<file path="src/rtl/button_debounce_fsm.sv">
// button_debounce_fsm: debounces a synchronized button level into a clean level with press/release pulses (define HOLD_REPEAT_EN for hold-to-repeat pulses)
module button_debounce_fsm #(
  parameter int DEBOUNCE_TICKS = 500000,
  parameter int REPEAT_DELAY = 50000000,
  parameter int REPEAT_PERIOD = 10000000
) (
  input  logic clk,
  input  logic reset,
  input  logic btn_sync,
  output logic btn_level,
  output logic press_pulse,
  output logic release_pulse,
  output logic repeat_pulse
);
  localparam int SW = $clog2(DEBOUNCE_TICKS) + 1;
  localparam logic [SW-1:0] LAST = SW'(DEBOUNCE_TICKS - 1);
  typedef enum logic [1:0] {IDLE, CONFIRM_PRESS, HELD, CONFIRM_RELEASE} state_t;
  state_t state, state_n;
  logic [SW-1:0] stab_cnt, stab_n;
  logic level_n, press_n, release_n;
  always_comb begin
    state_n = state;
    stab_n = stab_cnt;
    level_n = btn_level;
    press_n = 1'b0;
    release_n = 1'b0;
    case (state)
      IDLE: if (btn_sync) begin
        state_n = CONFIRM_PRESS;
        stab_n = SW'(1);
      end
      CONFIRM_PRESS: if (!btn_sync) begin
        state_n = IDLE;
        stab_n = '0;
      end else if (stab_cnt == LAST) begin
        state_n = HELD;
        stab_n = '0;
        level_n = 1'b1;
        press_n = 1'b1;
      end else stab_n = stab_cnt + 1'b1;
      HELD: if (!btn_sync) begin
        state_n = CONFIRM_RELEASE;
        stab_n = SW'(1);
      end
      CONFIRM_RELEASE: if (btn_sync) begin
        state_n = HELD;
        stab_n = '0;
      end else if (stab_cnt == LAST) begin
        state_n = IDLE;
        stab_n = '0;
        level_n = 1'b0;
        release_n = 1'b1;
      end else stab_n = stab_cnt + 1'b1;
      default: begin
        state_n = IDLE;
        stab_n = '0;
        level_n = 1'b0;
      end
    endcase
  end
  always_ff @(posedge clk) begin
    if (reset) begin
      state <= IDLE;
      stab_cnt <= '0;
      btn_level <= 1'b0;
      press_pulse <= 1'b0;
      release_pulse <= 1'b0;
    end else begin
      state <= state_n;
      stab_cnt <= stab_n;
      btn_level <= level_n;
      press_pulse <= press_n;
      release_pulse <= release_n;
    end
  end
`ifdef HOLD_REPEAT_EN
  localparam int REP_MAX = REPEAT_DELAY > REPEAT_PERIOD ? REPEAT_DELAY : REPEAT_PERIOD;
  localparam int RW = $clog2(REP_MAX + 1);
  logic [RW-1:0] rep_cnt, rep_n, rep_inc;
  logic rep_armed, armed_n, repeat_n;
  // Only cycles that stay in HELD count, so a pulse can never land outside HELD;
  // rep_armed selects the first delay versus the later period.
  always_comb begin
    rep_inc = rep_cnt + 1'b1;
    rep_n = rep_cnt;
    armed_n = rep_armed;
    repeat_n = 1'b0;
    if (state == HELD && btn_sync) begin
      repeat_n = rep_inc == (rep_armed ? RW'(REPEAT_PERIOD) : RW'(REPEAT_DELAY));
      rep_n = repeat_n ? '0 : rep_inc;
      armed_n = rep_armed | repeat_n;
    end else if (state_n == IDLE || state == CONFIRM_PRESS) begin
      rep_n = '0;
      armed_n = 1'b0;
    end
  end
  always_ff @(posedge clk) begin
    if (reset) begin
      rep_cnt <= '0;
      rep_armed <= 1'b0;
      repeat_pulse <= 1'b0;
    end else begin
      rep_cnt <= rep_n;
      rep_armed <= armed_n;
      repeat_pulse <= repeat_n;
    end
  end
`else
  assign repeat_pulse = 1'b0;
`endif
endmodule

</file>
<file path="config.mk">
export PLATFORM = sky130hd
export DESIGN_NAME = button_debounce_fsm
export DESIGN_NICKNAME = d
export VERILOG_FILES = /design/src/rtl/button_debounce_fsm.sv
export SDC_FILE = /design/constraint.sdc
export NUM_CORES = 1
export LEC_CHECK = 0
export BUFFER_PORTS_ARGS = -buffer_cell sky130_fd_sc_hd__buf_2
export CAP_MARGIN = 20
export CORE_ASPECT_RATIO = 0.8
export CORE_MARGIN = 1.5
export CORE_UTILIZATION = 30
export DETAILED_ROUTE_END_ITERATION = 12
export GPL_TIMING_DRIVEN = 0
export PLACE_DENSITY = 0.52
export SYNTH_ARGS = -nofsm -noshare
export SYNTH_HDL_FRONTEND = slang
export SYNTH_SLANG_ARGS = --single-unit
</file>
<file path="constraint.sdc">
create_clock -name clk -period 1.7 [get_ports clk]
set_clock_uncertainty 0.1 [all_clocks]
set_input_delay 0.34 -clock clk [delete_from_list [all_inputs] [get_ports clk]]
set_output_delay 0.34 -clock clk [all_outputs]
set_load 0.05 [all_outputs]
</file>
# After elaboration in Yosys (flattened, before gate mapping)
# Index checks and enable logic that the tools add are counted.
[totals]
inputBits = 3
out_inout_bits = 4
regBits = 25
elab_cells = 47
[classes]
muxes = 19
reduce_logical = 7
bitwise = 3
n_eq_ne = 12
addsub = 1
[op_table]
columns = ["operator", "n"]
rows = [
  ["two-way mux 20 bit", 5],
  ["case mux 20 bit (4 select lines)", 1],
  ["adder 20 x 1 -> 20 bit, second input constant", 1],
  ["equality test 20 x 19 -> 1 bit, second input constant", 1],
  ["two-way mux 2 bit", 6],
  ["inequality test 2 bit, second input constant", 6],
  ["case mux 2 bit (4 select lines)", 1],
  ["inequality test 3 bit, second input constant", 2],
  ["OR reduction 3 bit", 2],
  ["two-way mux 1 bit", 5],
  ["AND reduction 5 bit", 1],
  ["equality test 2 bit, second input constant", 2],
  ["AND reduction 4 bit", 1],
  ["inverter 1 bit", 3],
  ["equality test 2 x 1 -> 1 bit, second input constant", 1],
  ["zero test 2 bit", 1],
  ["case mux 1 bit (2 select lines)", 1],
  ["AND reduction 2 bit", 1],
  ["nonzero test 2 bit", 1],
]

# Logic depth before layout (Yosys ltp)
[depth]
depth_word = 4
depth_mapped = 7
mapped_depth_nobuf = 6

# Worst setup path before layout
# Ideal clock, no wire load.
[synth_path]
path_kind = "register to register"
from = "reg stab_cnt[7]"
to = "reg stab_cnt[9]"
synth_period_minus_slack_ps = 1816
path_buffers = 1
setup_slack_ps = -116
required_ps = 1469
setup_time_ps = 131
stages_incl_launch_ff = 7
t_arrival_ps = 1586
cell_sequence = "dfxtp_1 -> or4b_4 -> nor3_4 -> a21oi_4 -> buf_6 -> a31oi_1 -> a31oi_1"
[synth_via]
elab_chain_cells = 4
elab_cells_between_ends = 6
classes_between = "1 x add/sub; 1 x eq/ne; 4 x mux"
[synth_lines]
columns = ["item", "line", "rtl"]
rows = [
  ["start, declared", "19", "logic [SW-1:0] stab_cnt, stab_n;"],
  ["start signal, assigned", "70", "stab_cnt <= stab_n;"],
  ["adder 20 x 1 -> 20 bit / equality test 20 x 19 -> 1 bit (equally long branches)", "-", ""],
  ["two-way mux 20 bit *", "35, 48", ""],
  ["two-way mux 20 bit, on equally long branches", "45, 32", ""],
  ["case mux 20 bit (4 select lines) *", "27", "case (state)"],
]
# Mark *: on every way between the ends. The rest lies on a longest branch, timed or not.
# A chain may end at the register's enable or synchronous reset.

# Final worst setup path
[layout_path]
from = "reg stab_cnt[12]"
to = "reg press_pulse"
[layout_via]
elab_chain_cells = 2
[layout_lines]
columns = ["item", "line", "rtl"]
rows = [
  ["equality test 20 x 19 -> 1 bit", "35", "end else if (stab_cnt == LAST) begin"],
  ["two-way mux 1 bit", "35", ""],
  ["end signal, assigned", "72", "press_pulse <= press_n;"],
  ["end, declared", "11", "output logic press_pulse,"],
]
# No other way between the ends.

==> results.yml <==
outcome:
  status: "finished with violations"
  violations: "negative setup slack"
synth:
  synth_area_per_cell_sq_um: 8.82
  synth_top_area_share: 0.376
  synth-seq-cells: 25
  synthDistinctLibCells: 47
  syn_inst: 151
  yosysWarnings: 0
  yosysSeqAreaShare: 0.376
  synth_top_cells_by_area: "dfxtp_1, a31oi_1, a21oi_2"
  synth.net_count: 155
  yosys.area.top_type: "dfxtp_1"
  syn_area_sq_um: 1330
sta:
  rsz0062_at_grt: "yes"
  setup_viol: 25
  finalSetupTns_ps: -4380
  finalCritPeriodShare: 1.14
  fmax_mhz: 514
  finalWorstSetupSlack_ps: -244
  hold_viol: 0
  final.min_clock_period_ps: 1940
  drv_slew: 0
power:
  leakage_nw: 0.620
  vdd_drop_max_mv: 0.289
  total_power_mw: 1.07
  powerDensity_nw_per_um2: 604
global_route:
  use_met3: 0.0394
  grt_overflow: 0
  grt_max_degree: 14
  grt_usage: 0.152
  use_met1: 0.203
  grt_pass1_wl_um: 5840
  grt_use_met2: 0.231
  antenna_found_initial: 0
  top_usage_layer: "met2"
  grt_pass1_vias: 1178
placement:
  place_congestion: 0.828
  numPlacedInstances: 212
  io_buffers: 4
  place_hpwl_um: 2040
  post_dp_cell_area_sq_um: 1430
floorplanning:
  placementRows: 21
  core-area_sq_um: 4230
  die_area_sq_um: 4850
  num_io_pins: 7
  start_util: 0.315
  die_x_um: 77.5
  die_height_um: 62.6
routing:
  drt-initial-drc-count: 98
  antenna_left: 0
  route.detailed.drc: 0
  viasPerCell: 5.37
  wl_per_cell_um: 14.7
  vias: 1251
  wl_um: 3420
  firstDrtPassIters: 4
clocking:
  clockBufferDepth: 2
  ctsHoldBuffers: 0
  cts-root-buf: "clkbuf_8"
  cts_made_buffers: 3
  htreeDepth: 1
  insertion_delay_ps: 270
  cts_tree: "built"
  clock_sinks: 25
  clk_pin_slew_ps: 90
worst_setup_path:
  path_class: "flip-flop to flip-flop"
  worstPathMaxFanout: 5
  worstPathRequired_ps: 1800
  end_kind: "flip-flop"
  critPathLaunchType: "flip-flop"
  ff2ff_setup_slack_ps: -240
  crit_arrival_ps: 2050
final_layout:
  finalNonFillerCells: 233
  syn_to_final_growth_pct: 32.9
  stdcell_area_sq_um: 1770
  diodes: 0
  drive_above_1_share: 0.455
  final_nets: 181
  fill_cells: 420
worst_hold_path:
  hp-class: "input port to flip-flop"
run:
  max-cap-violations: 0
per-layer routing:
| layer | part of all wire | routed length, um |
|---|---|---|
| met1 | 0.47 | 1620 |
| met2 | 0.46 | 1570 |
| met3 | 0.039 | 135 |
| met4 | 0.027 | 93 |
| met5 | 0 | 0 |
cell usage after synthesis, drive strengths merged:
cell and number:
nand4 3, a21o 2, o211ai 1, clkbuf 1, or3 2, nor4 2, and2 2, or4 1
and3 2, o31a 1, nand3b 1, nor2 6, mux2i 4, xor2 3, and4 4, a22o 1
nor3 6, nand3 10, ha 1, a31oi 11, or2b 1, nand2b 1, a21oi 14, a211oi 1
or4b 2, and3b 1, nor3b 1, buf 6, o21bai 3, conb 1, and2b 1, inv 6
nand2 16, dfxtp 25, o21ai 8
logic make-up (layout without fill, tap and decap cells):
family,after synthesis,after routing,synth area share
AOI/OAI and AO/OA,42,42,0.217
xor gates and xnor gates,3,3,0.0254
adders and majority gates,1,1,0.00940
buffers and inverters,13,38,0.0526
DFF,25,25,0.376
muxes,4,4,0.0301
other,1,1,0.00282
and+or+nand+nor,62,62,0.287
power by group:
group	leakage [nW]	internal (mW)	total, mW	switching, mW
Sequential	0.210	0.590	0.601	0.0110
Clock	0.0228	0.168	0.366	0.198
Combinational	0.387	0.0427	0.101	0.0585
Total	0.620	0.800	1.07	0.267
worst paths after layout:
path                            depth (start not counted)       endpoint    startpoint
worst min-delay path                                    2  release_pulse      btn_sync
worst max-delay path                                    7    press_pulse  stab_cnt[12]
worst max register to register                          7    press_pulse  stab_cnt[12]
worst min register to register                          2   stab_cnt[10]  stab_cnt[10]
state kept, by name (all words and copies together), names as in the netlist, named ones only:
signal and flops:
btn_level 1, press_pulse 1, release_pulse 1, stab_cnt 20, state 1
area by class of cell:
type / count / area [sq um] / area share
Sequential cell: 25 / 528 / 0.298
Tap cell: 57 / 71.3 / 0.0403
Buffer: 7 / 51.3 / 0.0290
Clock buffer: 4 / 45.0 / 0.0255
Inverter: 6 / 22.5 / 0.0127
Timing Repair Buffer: 21 / 184 / 0.104
Multi-Input combinational cell: 113 / 867 / 0.490
cell usage in the layout, fill, tap and decap left out, drive strengths merged, types with 3 or more instances in the layout:
cell type / instances
buf: 26
dfxtp: 25
nand2: 16
a21oi: 14
a31oi: 11
nand3: 10
o21ai: 8
inv: 6
nor2: 6
nor3: 6
clkbuf: 6
mux2i: 4
and4: 4
nand4: 3
o21bai: 3
xor2: 3
timing repair:
| item | CTS | global route |
|---|---|---|
| buffers inserted | 10 | 5 |
| cloned | 2 | 0 |
| gates resized for setup | 35 | 20 |
| pin swaps | 16 | 15 |
| endpoints found under the setup margin | 25 | 25 |
stage by stage:
stage	setup WS [ps]	hold WS, ps	util
finish	-244	224	0.418
detailed placement	-404	370	0.337
global placement	-369	369	0.337
global route	-329	227	0.418
floorplan	-95.1	319	-
CTS	-220	214	0.395
worst max-delay path: stages (launching register included):
cell,delay [ps]
dfxtp_2,350
or4b_4,550
nor3_4,260
buf_6,140
buf_6,90
nand3_4,80
buf_4,160
nor3b_2,140
Power figures use the tool's default switching activity.
